[src/rtl/mux_n_hs_pkg.sv]
// Shared constants and helpers for the handshake N-to-1 multiplexer.
// Latency: n/a (package). Backpressure: n/a.
// Provides selection-mode encodings and width helpers used by the interface, arbiter and top.
package mux_n_pkg;

  localparam int MUX_MODE_SEL  = 0;  // external sel picks the channel
  localparam int MUX_MODE_RR   = 1;  // round-robin from a rotating pointer
  localparam int MUX_MODE_PRIO = 2;  // lowest valid index wins

  // Ceiling log2: smallest r with 2**r >= n.
  function automatic int mux_clog2(input int n);
    int r;
    r = 0;
    for (int i = 0; i < 31; i++) begin
      if ((32'sd1 <<< i) < n) r = i + 1;
    end
    return r;
  endfunction

  // Width of channel indices; never narrower than one bit.
  function automatic int mux_sel_w(input int n);
    return (mux_clog2(n) < 1) ? 1 : mux_clog2(n);
  endfunction

endpackage

[src/rtl/mux_n_hs_if.sv]
// Bundle of the per-channel input handshakes, the select, and the output handshake.
// Latency: n/a (wires only). Backpressure: carried by in_ready/out_ready.
// Ports: sel, in_data, in_valid, in_ready, out_data, out_valid, out_ready, out_chan.
interface mux_n_hs_if
  import mux_n_pkg::*;
#(
  parameter int WIDTH = 8,
  parameter int N     = 4
) ();

  localparam int SEL_W = mux_sel_w(N);

  logic [SEL_W-1:0]   sel;
  logic [N*WIDTH-1:0] in_data;
  logic [N-1:0]       in_valid;
  logic [N-1:0]       in_ready;
  logic [WIDTH-1:0]   out_data;
  logic               out_valid;
  logic               out_ready;
  logic [SEL_W-1:0]   out_chan;

  // Mux side: consumes the channels and the downstream ready.
  modport slave (
    input  sel, in_data, in_valid, out_ready,
    output in_ready, out_data, out_valid, out_chan
  );

  // Environment side: producers plus downstream consumer.
  modport master (
    output sel, in_data, in_valid, out_ready,
    input  in_ready, out_data, out_valid, out_chan
  );

endinterface

[src/rtl/mux_n_hs_rr_arbiter.sv]
// Combinational rotating-priority arbiter: first requester at or above ptr, wrapping N-1 -> 0.
// Latency: 0 clk (pure combinational). Backpressure: none; caller gates the grant.
// Ports: req[N] in, ptr[SEL_W] in (must be < N), grant[N] one-hot out, gidx[SEL_W] out, any out.
module rr_arbiter
  import mux_n_pkg::*;
#(
  parameter  int N     = 4,
  localparam int SEL_W = mux_sel_w(N)
) (
  input  logic [N-1:0]     req,
  input  logic [SEL_W-1:0] ptr,
  output logic [N-1:0]     grant,
  output logic [SEL_W-1:0] gidx,
  output logic             any
);

  logic [N-1:0]     rot;
  logic [SEL_W-1:0] off;
  logic             hit;

  // Modulo-N add; both operands are < N so one conditional subtract suffices,
  // which keeps the wrap correct for non-power-of-2 N.
  function automatic logic [SEL_W-1:0] wrap_add(input logic [SEL_W-1:0] a,
                                                input logic [SEL_W-1:0] b);
    int s;
    s = int'(a) + int'(b);
    if (s >= N) s = s - N;
    return SEL_W'(s);
  endfunction

  // Rotate so ptr sits at bit 0, pick the lowest set bit, then map back.
  always_comb begin
    rot = '0;
    for (int j = 0; j < N; j++) begin
      rot[j] = req[wrap_add(ptr, SEL_W'(j))];
    end
  end

  always_comb begin
    off = '0;
    hit = 1'b0;
    for (int j = 0; j < N; j++) begin
      if (!hit && rot[j]) begin
        hit = 1'b1;
        off = SEL_W'(j);
      end
    end
  end

  always_comb begin
    gidx  = wrap_add(ptr, off);
    any   = hit;
    grant = '0;
    if (hit) grant[gidx] = 1'b1;
  end

endmodule

[src/rtl/mux_n_hs.sv]
// N-to-1 valid/ready multiplexer with external-select, round-robin or fixed-priority choice.
// Latency: 1 clk from input handshake to out_valid; 1 word/clk sustained.
// Backpressure: while out_valid && !out_ready every in_ready is low and the output holds.
// Ports: clk, rst_n (async active-low), bus (mux_n_hs_if.slave).
module mux_n_hs
  import mux_n_pkg::*;
#(
  parameter int WIDTH = 8,
  parameter int N     = 4,
  parameter int MODE  = MUX_MODE_RR
) (
  input logic         clk,
  input logic         rst_n,
  mux_n_hs_if.slave   bus
);

  localparam int SEL_W = mux_sel_w(N);

  logic [WIDTH-1:0] out_data_q;
  logic             out_valid_q;
  logic [SEL_W-1:0] out_chan_q;
  logic [SEL_W-1:0] ptr_q;

  logic [N-1:0]     grant_sel;
  logic [N-1:0]     arb_grant;
  logic [SEL_W-1:0] arb_gidx;
  logic [SEL_W-1:0] arb_ptr;
  logic             arb_any;

  logic [N-1:0]     grant;
  logic [SEL_W-1:0] gidx;
  logic             any;
  logic             load;
  logic             xfer;
  logic [WIDTH-1:0] mux_data;

  // Fixed priority is round-robin with the search always starting at channel 0.
  assign arb_ptr = (MODE == MUX_MODE_PRIO) ? '0 : ptr_q;

  rr_arbiter #(.N(N)) u_arb (
    .req   (bus.in_valid),
    .ptr   (arb_ptr),
    .grant (arb_grant),
    .gidx  (arb_gidx),
    .any   (arb_any)
  );

  // External select; indices N..2**SEL_W-1 grant nothing.
  always_comb begin
    grant_sel = '0;
    if (int'(bus.sel) < N) grant_sel[bus.sel] = bus.in_valid[bus.sel];
  end

  always_comb begin
    if (MODE == MUX_MODE_SEL) begin
      grant = grant_sel;
      gidx  = bus.sel;
      any   = |grant_sel;
    end else begin
      grant = arb_grant;
      gidx  = arb_gidx;
      any   = arb_any;
    end
  end

  // Output register can take a word when empty or being drained this cycle.
  assign load = !out_valid_q || bus.out_ready;
  // Readies are held low during reset even though the register reads empty.
  assign bus.in_ready = (rst_n && load) ? grant : '0;
  assign xfer = rst_n && load && any;

  // One-hot AND-OR data select avoids an out-of-range part-select when sel >= N.
  always_comb begin
    mux_data = '0;
    for (int i = 0; i < N; i++) begin
      if (grant[i]) mux_data = mux_data | bus.in_data[i*WIDTH +: WIDTH];
    end
  end

  always_ff @(posedge clk or negedge rst_n) begin
    if (!rst_n) begin
      out_data_q  <= '0;
      out_valid_q <= 1'b0;
      out_chan_q  <= '0;
      ptr_q       <= '0;
    end else if (xfer) begin
      out_data_q  <= mux_data;
      out_chan_q  <= gidx;
      out_valid_q <= 1'b1;
      // Pointer moves just past the winner so it becomes lowest priority next time.
      if (int'(gidx) == N - 1) ptr_q <= '0;
      else                     ptr_q <= gidx + SEL_W'(1);
    end else if (bus.out_ready) begin
      out_valid_q <= 1'b0;
    end
  end

  assign bus.out_data  = out_data_q;
  assign bus.out_valid = out_valid_q;
  assign bus.out_chan  = out_chan_q;

endmodule

[src/flat_wrapper.sv]
// flat-port wrapper written by rule: the top's interface ports become plain ports
module mux_n_hs_flat import mux_n_pkg::*;
#(
  parameter int WIDTH = 8,
  parameter int N     = 4,
  parameter int MODE  = MUX_MODE_RR
)
  (clk, rst_n, bus_sel, bus_in_data, bus_in_valid, bus_out_ready, bus_in_ready, bus_out_data, bus_out_valid, bus_out_chan);
  mux_n_hs_if #(.WIDTH(WIDTH), .N(N)) bus_i ();
  input logic clk;
  input logic rst_n;
  input wire logic [$bits(bus_i.sel)-1:0] bus_sel;
  input wire logic [$bits(bus_i.in_data)-1:0] bus_in_data;
  input wire logic [$bits(bus_i.in_valid)-1:0] bus_in_valid;
  input wire logic [$bits(bus_i.out_ready)-1:0] bus_out_ready;
  output wire logic [$bits(bus_i.in_ready)-1:0] bus_in_ready;
  output wire logic [$bits(bus_i.out_data)-1:0] bus_out_data;
  output wire logic [$bits(bus_i.out_valid)-1:0] bus_out_valid;
  output wire logic [$bits(bus_i.out_chan)-1:0] bus_out_chan;
  assign bus_i.sel = bus_sel;
  assign bus_i.in_data = bus_in_data;
  assign bus_i.in_valid = bus_in_valid;
  assign bus_i.out_ready = bus_out_ready;
  assign bus_in_ready = bus_i.in_ready;
  assign bus_out_data = bus_i.out_data;
  assign bus_out_valid = bus_i.out_valid;
  assign bus_out_chan = bus_i.out_chan;
  mux_n_hs #(.WIDTH(WIDTH), .N(N), .MODE(MODE)) u_core (.clk(clk), .rst_n(rst_n), .bus(bus_i));
endmodule
[config.mk]
export PLATFORM = sky130hd
export DESIGN_NAME = mux_n_hs_flat
export DESIGN_NICKNAME = d
export VERILOG_FILES = /design/src/rtl/mux_n_hs_pkg.sv /design/src/rtl/mux_n_hs_if.sv /design/src/rtl/mux_n_hs_rr_arbiter.sv /design/src/rtl/mux_n_hs.sv /design/src/flat_wrapper.sv
export SDC_FILE = /design/constraint.sdc
export NUM_CORES = 1
export LEC_CHECK = 0
export CORE_MARGIN = 5
export CORE_UTILIZATION = 30
export CTS_CLUSTER_SIZE = 16
export DETAILED_ROUTE_END_ITERATION = 7
export PLACE_DENSITY = 0.72
export REMOVE_ABC_BUFFERS = 1
export SLEW_MARGIN = 25
export SYNTH_ARGS = -nofsm -noshare
export SYNTH_HDL_FRONTEND = slang
export SYNTH_SLANG_ARGS = --single-unit
[constraint.sdc]
create_clock -name clk -period 3.9 [get_ports clk]
set_input_delay 0.78 -clock clk [delete_from_list [all_inputs] [get_ports clk]]
set_output_delay 0.78 -clock clk [all_outputs]
set_load 0.02 [all_outputs]
==> Yosys cells after proc, flatten, opt, wreduce, memory -nomap -nowiden <==
Index checks and enable logic that the tools add are counted.
{ "word_totals": {"output_inout_bits": 15, "in_bits": 41, "ff_bits": 13, "word_cells": 72} }
{ "op_classes": {"muxes": 31, "magnitude_cmp": 11, "bitwise_logic": 3, "n_eq_ne": 1, "reduce_logical": 12, "addsub": 10} }
{ "ops": {"columns": ["operator", "count"], "rows": [
  ["$mux 8", 4],
  ["$or 8x8->8", 3],
  ["$mux 2", 8],
  ["$lt 2x3->1 const B", 5],
  ["$ge 3x3->1 const B", 4],
  ["$mux 1", 12],
  ["$sub 2x1->2 const B", 5],
  ["$bmux 1 s2", 4],
  ["$mux 4", 2],
  ["$add 2x2->3 const B", 2],
  ["$logic_and 1x1->1", 6],
  ["$logic_not 1->1", 4],
  ["$add 2x1->3 const B", 1],
  ["$add 2x2->3", 1],
  ["$ge 2x3->1 const B", 1],
  ["$add 2x1->2 const B", 1],
  ["$demux 1 s2", 1],
  ["$eq 2x1->1 const B", 1],
  ["$ge 2x1->1 const B", 1],
  ["$reduce_bool 2->1", 1],
  ["$logic_or 1x1->1", 1]
]} }

==> Longest topological paths before layout <==
Gate-level depths: netlist of the first run.
{ "depth": {"depth_word": 29, "depth_mapped": 12} }

==> Cells and area by module <==
Synthesis of the first run repeated with hierarchy kept, for this count alone.
{ "hier_totals": {"cells_unflattened": 103, "hier_area_um2": 1024.7} }
{ "modules_own_cells": {"columns": ["mod", "cells_each", "area_per_inst_um2", "instances", "seq_area_each_um2"], "rows": [
  ["mux_n_hs", 63, 747.0, 1, 325.3],
  ["rr_arbiter", 40, 277.8, 1, 0.0]
]} }

==> Worst setup path before layout of the first run <==
Ideal clock, no wire load.
{ "synth_path": {"path_type": "input to output", "start": "input bus_in_valid[0]", "end": "output bus_in_ready[3]", "path_buffers": 2, "path_slack_ns": 0.435, "arrival_time_ns": 2.685, "cell_stages": 11, "required_time_ns": 3.120, "cell_sequence": "buf_6 -> nor2_1 -> a2bb2oi_1 -> o211ai_1 -> o21a_1 -> ha_1 -> xor2_1 -> xor2_1 -> ha_1 -> buf_1 -> and2_4"} }
{ "synth_via": {"elab_chain_len": 21} }
{ "synth_lines": {"columns": ["item", "line", "source"], "rows": [
  ["from (decl)", "flat_wrapper.sv:14", "input wire logic [$bits(bus_i.in_valid)-1:0] bus_in_valid;"],
  ["$bmux 1 s2", "mux_n_hs_rr_arbiter.sv:35", "rot[j] = req[wrap_add(ptr, SEL_W'(j))];"],
  ["$mux 1 (not written as such)", "mux_n_hs_rr_arbiter.sv:35", null],
  ["$mux 1", "mux_n_hs_rr_arbiter.sv:43", "if (!hit && rot[j]) begin"],
  ["$logic_not 1->1", "mux_n_hs_rr_arbiter.sv:43", null],
  ["$logic_and 1x1->1", "mux_n_hs_rr_arbiter.sv:43", null],
  ["$mux 1", "mux_n_hs_rr_arbiter.sv:43", null],
  ["$logic_not 1->1", "mux_n_hs_rr_arbiter.sv:43", null],
  ["$logic_and 1x1->1", "mux_n_hs_rr_arbiter.sv:43", null],
  ["[... 6 more ...]", null, null],
  ["$mux 2 (*)", "mux_n_hs_rr_arbiter.sv:27", "if (s >= N) s = s - N;"],
  ["via u_core.arb_gidx[1]", "mux_n_hs.sv:26", "logic [SEL_W-1:0] arb_gidx;"],
  ["$lt 2x3->1 (not written as such) or $ge 2x1->1 (tied branches)", "mux_n_hs_rr_arbiter.sv:54", "if (hit) grant[gidx] = 1'b1;"],
  ["$logic_and 1x1->1 (not written as such)", "mux_n_hs_rr_arbiter.sv:54", null],
  ["$mux 1 (not written as such)", "mux_n_hs_rr_arbiter.sv:54", null],
  ["$demux 1 s2 (*)", "mux_n_hs_rr_arbiter.sv:54", null],
  ["$mux 4 (*)", "mux_n_hs_rr_arbiter.sv:54", null],
  ["$mux 4 (*)", "mux_n_hs.sv:69", "assign bus.in_ready = (rst_n && load) ? grant : '0;"],
  ["to (decl)", "flat_wrapper.sv:16", "output wire logic [$bits(bus_i.in_ready)-1:0] bus_in_ready;"]
]} }
The timed path passes the listed nets; every way through them passes the cells marked *. The select of a mux whose other input is x is not followed.

==> Worst setup path after layout of the first run <==
{ "layout_path": {"start": "input bus_in_valid[0]", "end": "output bus_in_ready[2]"} }
Same word-level chain as after synthesis.

==> flow_summary.yaml, run 1 <==
finish:
  final_common_cell: "clkdlybuf4s50_1"
  seq_area_um2: 325.3
  finalInstanceArea_um2: 1743
  fill_cells: 339
  multiInputGateArea_um2: 673.1
  layout_common_cells: "clkdlybuf4s50_1 (47), buf_4 (17), a22oi_1 (16)"
  finish.utilization_pct: 52.65
  fin_cells: 211
  area_growth_pct: 72.19
  antennaDiodeCount: 0
  drive_gt1_share_pct: 29.70
  nets: 212
global_route:
  grt_max_degree: 18
  grt_pass1_vias: 1107
  grt_first_pass_wirelength_mm: 4.885
  grt.total_usage_pct: 13.94
  grt_antenna_before_repair: 0
  grt-ovfl-total: 0
clocking:
  cts_buffers: 3
  clock-sinks: 13
  clk_pin_slew_ps: 90
  cts_root_buffer: "clkbuf_4"
  cts_tree: "built"
  clk_latency_ps: 280
  htreeDepth: 1
  cts_buffer_depth: 2
timing:
  skew_ps: 10.25
  clock.fmax_ghz: 0.2653
  slew_headroom_pct: 66.61
  finalCriticalPeriod_ps: 3769
  tightest_slew_ps: 499.1
  slew_violations: 0
  fin_setup_tns_ps: 0
  setup_ws_ps: 131.3
  final-hold-violation-count: 0
  period_share_pct: 96.63
  setup_viol: 0
logic_synthesis:
  ys_seq_elements: 13
  synth_cell_types: 39
  synth-compound-area-share_pct: 29.91
  syn_inst: 99
  synth_xor_area_share_pct: 2.596
  synth_area_um2: 1012
  synth.area.mux_share_pct: 4.079
  synth_top_family_by_area: "compound AO/OA/AOI/OAI gates"
  yosysTopAreaCell: "dfrtp_1"
  yosys.area_share.simple_pct: 19.16
  synthTopCellsByArea: "dfrtp_1 (32%), a22oi_1 (12%), ha_1 (6.2%)"
  synth.top_cell.area_share_pct: 32.14
  synthAdderAreaFrac_pct: 6.180
  synth_area_per_cell_um2: 10.22
  yosysWarnings: 0
  ys_seq_area_share_pct: 32.14
detailed_routing:
  dr.pass1.iters: 4
  met2_length_mm: 1.516
  routed_wl_mm: 3.027
  wl_met1_mm: 1.230
  vias: 1029
  avgRoutedWirePerCell_um: 14.35
  wl_met3_um: 234
  drc: 0
  avgViaCountPerCell: 4.877
  initialDrtViolationCount: 29
  top_layer_used: "met4"
  ant_nets: 0
min_path:
  hold_end: "u_core.bus.out_chan[0]$_DFFE_PN0P_"
  hold_start: "u_core.bus.out_chan[0]$_DFFE_PN0P_"
  hold_path.class: "reg -> reg"
  hold_depth: 1
setup_path:
  path_max_fanout: 4
  path_class: "in -> out"
  r2r_slack_ps: 1250
  required_ps: 3120
  r2r-start: "u_core.arb_ptr[1]$_DFFE_PN0P_"
  r2r.worst_path.cells: 12
  crit_path_start_kind: "input port"
  r2r_end: "u_core.bus.out_data[2]$_DFFE_PN0P_"
  crit_arrival_ps: 2990
  crit_path_end_kind: "output pin"
power_and_ir_drop:
  p_leak_uw: 0.0007198
  p_clk_share_pct: 6.4
  ir_drop_uv: 457.9
  combPwrFrac_pct: 74.3
  pwr_density_cell_nw_per_um2: 774.0
  intPower_uw: 756.2
  power.net_switching_uw: 592.9
  power.share.sequential_pct: 19.3
  switching_share_pct: 43.95
placement:
  gp_congestion: 0.6840
  dp.cells: 205
  placed_area_um2: 1657
  dpl.hpwl_mm: 2.341
  place.port_buffers: 53
  dp_slack_ps: -338.2
die:
  die_w_um: 68.09
  io_pins: 56
  die_height_um: 68.09
  fp-row-count: 21
  core_region_area_um2: 3311
  die_area_um2: 4636
  start_util_pct: 30.57
job:
  maxCapViolCount: 0
status:
  status: "complete, no violations"
[cells in the mapped netlist]
master and number:
buf_4 1, ha_1 5, dfrtp_1 13, nor2_1 8, xor2_1 2, nand2_2 1, and3b_1 1, mux2_1 1
or2_1 1, nor2b_1 2, o21ai_0 2, and2b_1 1, a22oi_1 16, nand4_2 1, nor2_4 1, o21a_1 1
nor3b_2 1, o211ai_1 1, or2b_1 1, inv_1 1, nor2_2 2, a32oi_2 1, o41ai_1 1, a2bb2oi_1 1
o21ai_2 1, a31oi_2 2, buf_1 4, mux2_4 2, a2111o_1 1, nor3_1 2, o41ai_4 1, nand2_1 3
nand3_2 1, a21oi_1 1, a31oi_1 6, o2bb2ai_1 1, and2_4 4, buf_6 3, xnor2_1 1
[final cells by class]
cell class              count  area share [%]
flip-flops and latches     13           18.66
clock buffers               3           1.292
clock inverters             1          0.2872
inverters                   1          0.2154
multi-input cells          77           38.62
well taps                  46           3.302
repair buffers             70           37.62
[routing by layer]
metal,vias up,track usage (%)
met5,-,0
met4,0,4.467
met3,4,3.448
met2,37,24.55
met1,484,16.47
li1,504,-
[cells by family (layout without fill, tap and decap cells)]
group	count (synthesis)	count (layout)
adders and majority gates	5	5
xor gates and xnor gates	3	3
buffers and inverters	9	75
and+or+nand+nor	30	30
AOI/OAI and AO/OA	36	36
muxes	3	3
DFF	13	13
[flip-flops by register name, summed over array words and instances, names as in the netlist]
name,flops
u_core.arb_ptr,2
u_core.bus.out_chan,2
u_core.bus.out_data,8
u_core.bus.out_valid,1
[what timing repair did]
action	4_1_cts	5_1_grt
setup endpoints to repair	4	4
pin swaps	0	3
buffers inserted	0	2
hold buffers	0	0
gates resized for setup	11	11
[worst max path at each step]
stage	from	end	slack, ps	depth (start not counted)
after detailed placement	bus_in_valid[2]	bus_in_ready[3]	-340	11
after floorplan	bus_in_valid[3]	bus_in_ready[3]	640	9
after global routing	bus_in_valid[0]	bus_in_ready[2]	-20	11
after global placement	bus_in_valid[2]	bus_in_ready[3]	-320	11
after CTS	bus_in_valid[2]	bus_in_ready[0]	6	11
final	bus_in_valid[0]	bus_in_ready[2]	130	11
[stage by stage]
step	hold slack [ps]	power, uW
6_report	523.7	1349
5_1_grt	547.3	1479
4_1_cts	522.3	1292
3_5_place_dp	498.1	1197
2_1_floorplan	484.4	797.0
3_3_place_gp	519.4	1177
[power by group through the flow]
| stage | clock network, uW | registers, uW | logic [uW] |
|---|---|---|---|
| floorplan | 0 | 314 | 483 |
| global placement | 0 | 255 | 922 |
| detailed placement | 0 | 258 | 939 |
| CTS | 87.3 | 257 | 947 |
| global route | 98.8 | 274 | 1110 |
| finish | 85.9 | 261 | 1000 |
[worst max-delay path, stage by stage]
cell	delay (ps)
clkdlybuf4s50_1	480
buf_4	140
a2bb2oi_1	60
o211ai_1	180
o21a_1	180
ha_4	160
xor2_4	220
xor2_2	190
ha_2	210
and2_4	130
clkdlybuf4s15_2	250
No activity file was read; power rests on OpenSTA's default activity.
==> inputs of run 2 (changes only) <==
--- a/config.mk
+++ b/config.mk
@@ -5,11 +5,12 @@
 export SDC_FILE = /design/constraint.sdc
 export NUM_CORES = 1
 export LEC_CHECK = 0
-export CORE_MARGIN = 5
+export CORE_MARGIN = 1
 export CORE_UTILIZATION = 30
 export CTS_CLUSTER_SIZE = 16
 export DETAILED_ROUTE_END_ITERATION = 7
-export PLACE_DENSITY = 0.72
+export DONT_BUFFER_PORTS = 1
+export PLACE_DENSITY = 0.51
 export REMOVE_ABC_BUFFERS = 1
 export SLEW_MARGIN = 25
 export SYNTH_ARGS = -nofsm -noshare
==> flow_summary.yaml, run 2 (same netlist as run 1, synthesis figures left out) <==
placement:
  gp_congestion: 0.7539
  dpl.hpwl_mm: 1.643
  place.port_buffers: 0
  dp_slack_ps: 419.5
power_and_ir_drop:
  switching_share_pct: 49.30
  power.net_switching_uw: 513.8
  finalPower_uw: 1042
  p_leak_uw: 0.0004215
  p_clk_share_pct: 8.1
  ir_drop_uv: 432.1
  intPower_uw: 528.4
  combPwrFrac_pct: 60.2
  pwr_density_cell_nw_per_um2: 983.4
  power.share.sequential_pct: 31.7
finish:
  drive_gt1_share_pct: 24.49
  multiInputGateArea_um2: 626.9
  area_growth_pct: 4.697
  seq_area_um2: 325.3
  antennaDiodeCount: 0
  largest_reg_flops: 8
  final_common_cell: "a22oi_1"
  finish.utilization_pct: 33.88
  fill_cells: 334
  nets: 145
  layout_common_cells: "a22oi_1 (16), dfrtp_1 (13), nor2_1 (8)"
detailed_routing:
  routed_wl_mm: 2.200
  initialDrtViolationCount: 29
  vias: 759
  dr.pass1.iters: 4
  avgRoutedWirePerCell_um: 15.49
  avgViaCountPerCell: 5.345
  ant_nets: 0
  drc: 0
setup_path:
  r2r_slack_ps: 1280
  cp_cell_sequence: "nand2_1, a21oi_1, o2bb2ai_1, o21a_1, ha_1, xor2_1, xnor2_1, ha_1, and2_4"
  cp.depth: 9
  crit_path_start_kind: "flop"
  cpMaxStageDelayCell: "dfrtp_1"
  required_ps: 3120
  path_buf_inv: 0
  cp-startpoint: "u_core.arb_ptr[1]$_DFFE_PN0P_"
  crit_arrival_ps: 2680
  path_class: "reg -> out"
  cpMostUsedCell: "ha_1"
  r2r_end: "u_core.bus.out_data[2]$_DFFE_PN0P_"
  path_max_fanout: 10
  r2r-start: "u_core.arb_ptr[1]$_DFFE_PN0P_"
  cp_top_family: "adder cells"
  cp_slowest_stage_delay_ps: 520
  r2r.worst_path.cells: 11
  crit_path_end_kind: "output pin"
die:
  die_w_um: 60.09
  die_height_um: 60.09
  io_pins: 56
  fp-row-count: 20
  core_region_area_um2: 3128
  start_util_pct: 32.36
  die_area_um2: 3610
timing:
  setup_viol: 0
  slew_violations: 0
  slew_headroom_pct: 61.26
  final-hold-violation-count: 0
  rsz0062_at_grt: "false"
  period_share_pct: 88.77
  setup_ws_ps: 437.9
  holdWs_ps: 191.5
  finalCriticalPeriod_ps: 3462
  tightest_slew_ps: 579.8
  clock.fmax_ghz: 0.2888
  skew_ps: 2.069
  fin_setup_tns_ps: 0
clocking:
  clk_latency_ps: 270
  cts_buffers: 3
  cts_buffer_depth: 2
  postCtsResizedCells: 0
  cts_root_buffer: "clkbuf_4"
  htreeDepth: 1
  clock-sinks: 13
  post_cts_buffers: 0
  clk_pin_slew_ps: 80
  postCtsHoldBufs: 0
  cts_tree: "built"
global_route:
  grt-ovfl-total: 0
  grt_pass1_vias: 749
  grt_max_degree: 24
  grt.total_usage_pct: 12.73
  grt_first_pass_wirelength_mm: 3.387
  grt_antenna_before_repair: 0
job:
  maxCapViolCount: 0
min_path:
  hold_path.class: "in -> async"
status:
  status: "complete, no violations"
-- run 2: power by group through the flow --
stage / clock [uW] / combinational, uW / sequential, uW
floorplan: 0 / 483 / 314
global placement: 0 / 614 / 333
detailed placement: 0 / 629 / 334
CTS: 90.8 / 634 / 332
global route: 96.6 / 694 / 341
finish: 84.2 / 628 / 330
-- run 2: worst max-delay path by stage --
| stage | to | slack, ps |
|---|---|---|
| global route | bus_in_ready[1] | 210 |
| detailed placement | bus_in_ready[1] | 420 |
| floorplan | bus_in_ready[3] | 640 |
| finish | bus_in_ready[1] | 440 |
| CTS | bus_in_ready[1] | 390 |
| global placement | bus_in_ready[1] | 460 |
-- run 2: area by class of cell --
type,count,area share (%)
Timing Repair Buffer,3,2.125
Clock buffer,4,2.479
Sequential cell,13,30.70
Multi-Input combinational cell,77,59.15
Tap cell,44,5.195
Inverter,1,0.3542
-- run 2: stage by stage --
stage	instances	area, um^2
after floorplan	91	955.9
after global placement	138	1033
after detailed placement	138	1033
after CTS	142	1060
after global routing	142	1060
final	142	1060
-- run 2: metal layers --
| layer | global-route usage [%] | part of all wire [%] | up-vias |
|---|---|---|---|
| met5 | 0 | 0 | - |
| met4 | 4.983 | 0.73 | 0 |
| met3 | 2.597 | 7.5 | 2 |
| met2 | 20.95 | 48 | 40 |
| met1 | 16.18 | 43 | 344 |
| li1 | - | - | 373 |
==> inputs of run 3 (changes only) <==
--- a/config.mk
+++ b/config.mk
@@ -10,6 +10,7 @@
 export CTS_CLUSTER_SIZE = 16
 export DETAILED_ROUTE_END_ITERATION = 7
 export DONT_BUFFER_PORTS = 1
+export HOLD_SLACK_MARGIN = 0.03
 export PLACE_DENSITY = 0.51
 export REMOVE_ABC_BUFFERS = 1
 export SLEW_MARGIN = 25
==> constraint.sdc (replaced) <==
create_clock -name clk -period 3.9 [get_ports clk]
set_input_delay 0.78 -clock clk [delete_from_list [all_inputs] [get_ports clk]]
set_output_delay 0.78 -clock clk [all_outputs]
set_load 0.005 [all_outputs]
==> flow_summary.yaml, run 3 (same netlist as run 1, synthesis figures left out) <==
die:
  core_region_area_um2: 3128
  start_util_pct: 32.36
  io_pins: 56
  die_height_um: 60.09
  die_w_um: 60.09
  fp-row-count: 20
  die_area_um2: 3610
setup_path:
  crit_path_end_kind: "output pin"
  crit_arrival_ps: 2650
  crit_path_start_kind: "flop"
  path_max_fanout: 10
  required_ps: 3120
  path_class: "reg -> out"
timing:
  rsz0062_at_grt: "false"
  skew_ps: 4.700
  slew_violations: 0
  period_share_pct: 88.06
  final-hold-violation-count: 0
  fin_setup_tns_ps: 0
  finalCriticalPeriod_ps: 3435
  setup_viol: 0
  clock.fmax_ghz: 0.2912
  slew_headroom_pct: 61.70
  tightest_slew_ps: 573.1
power_and_ir_drop:
  finalPower_uw: 959.9
  ir_drop_uv: 387.6
  pwr_density_cell_nw_per_um2: 905.7
  p_leak_uw: 0.0004215
global_route:
  grt.total_usage_pct: 12.38
  grt-ovfl-total: 0
  grt_first_pass_wirelength_mm: 3.229
  grt_antenna_before_repair: 0
  grt_pass1_vias: 693
  grt_max_degree: 24
clocking:
  clk_pin_slew_ps: 80
  post_cts_buffers: 0
  cts_root_buffer: "clkbuf_4"
  cts_buffers: 3
  htreeDepth: 1
  cts_buffer_depth: 2
  postCtsHoldBufs: 0
  clk_latency_ps: 270
  postCtsResizedCells: 0
  cts_tree: "built"
  clock-sinks: 13
min_path:
  hold_path.class: "in -> async"
detailed_routing:
  drc: 0
  routed_wl_mm: 2.202
  ant_nets: 0
  initialDrtViolationCount: 42
  vias: 768
  avgViaCountPerCell: 5.408
  avgRoutedWirePerCell_um: 15.51
  dr.pass1.iters: 2
placement:
  place.port_buffers: 0
  dpl.hpwl_mm: 1.610
  gp_congestion: 0.7558
finish:
  largest_reg_flops: 8
  final_common_cell: "a22oi_1"
  nets: 145
  fill_cells: 328
  area_growth_pct: 4.697
  drive_gt1_share_pct: 24.49
  antennaDiodeCount: 0
  layout_common_cells: "a22oi_1 (16), dfrtp_1 (13), nor2_1 (8)"
job:
  maxCapViolCount: 0
status:
  status: "complete, no violations"
==> run 3: power by group <==
part	switching (uW)	internal [uW]	leakage (uW)
sequential	68.1	200	0.000150
combinational	322	285	0.000257
clock	44.2	39.6	0.0000150
==> run 3: final cells by class <==
class | count | area [um^2] | share of cell area, %
Inverter | 1 | 3.754 | 0.3542
Tap cell | 44 | 55.05 | 5.195
Clock buffer | 4 | 26.28 | 2.479
Multi-Input combinational cell | 77 | 626.9 | 59.15
Timing Repair Buffer | 3 | 22.52 | 2.125
Sequential cell | 13 | 325.3 | 30.70
==> run 3: worst paths after layout <==
check	from	end	slack, ps	cells after the start
max	u_core.arb_ptr[1]$_DFFE_PN0P_	bus_in_ready[1]	470	9
min	rst_n	u_core.bus.out_data[0]$_DFFE_PN0P_	190	0
max reg2reg	u_core.arb_ptr[1]$_DFFE_PN0P_	u_core.bus.out_data[2]$_DFFE_PN0P_	1270	11
min reg2reg	u_core.bus.out_chan[0]$_DFFE_PN0P_	u_core.bus.out_chan[0]$_DFFE_PN0P_	560	1
max in group asynchronous	rst_n	u_core.arb_ptr[0]$_DFFE_PN0P_	3640	0
min in group clk	u_core.bus.out_chan[0]$_DFFE_PN0P_	u_core.bus.out_chan[0]$_DFFE_PN0P_	560	1
==> run 3: per-stage QoR <==
stage / setup WS [ps] / instances / utilization (%) / area, um^2 / hold WS (ps)
floorplan: 672.2 / 91 / - / 955.9 / 484.4
global placement: 501.4 / 138 / 33.04 / 1033 / 484.9
detailed placement: 450.6 / 138 / 33.04 / 1033 / 484.9
CTS: 423.7 / 142 / 33.88 / 1060 / 178.7
global route: 256.7 / 142 / 33.88 / 1060 / 157.6
finish: 465.5 / 142 / 33.88 / 1060 / 189.2
==> run 3: critical path, cell delays in order (launching register included) <==
cell and delay (ps):
dfrtp_1 520, nand2_1 80, a21oi_1 160, o2bb2ai_1 80, o21a_1 170, ha_1 180, xor2_1 360, xnor2_1 210
ha_1 400, and2_4 220
==> run 3: per-layer routing <==
| metal | part of all wire [%] | vias to the layer above | routed length, um | global-route usage [%] |
|---|---|---|---|---|
| li1 | - | 375 | - | - |
| met1 | 44 | 349 | 974 | 15.44 |
| met2 | 47 | 40 | 1028 | 20.00 |
| met3 | 8.0 | 4 | 176 | 2.814 |
| met4 | 0.95 | 0 | 21 | 5.980 |
| met5 | 0 | - | 0 | 0 |
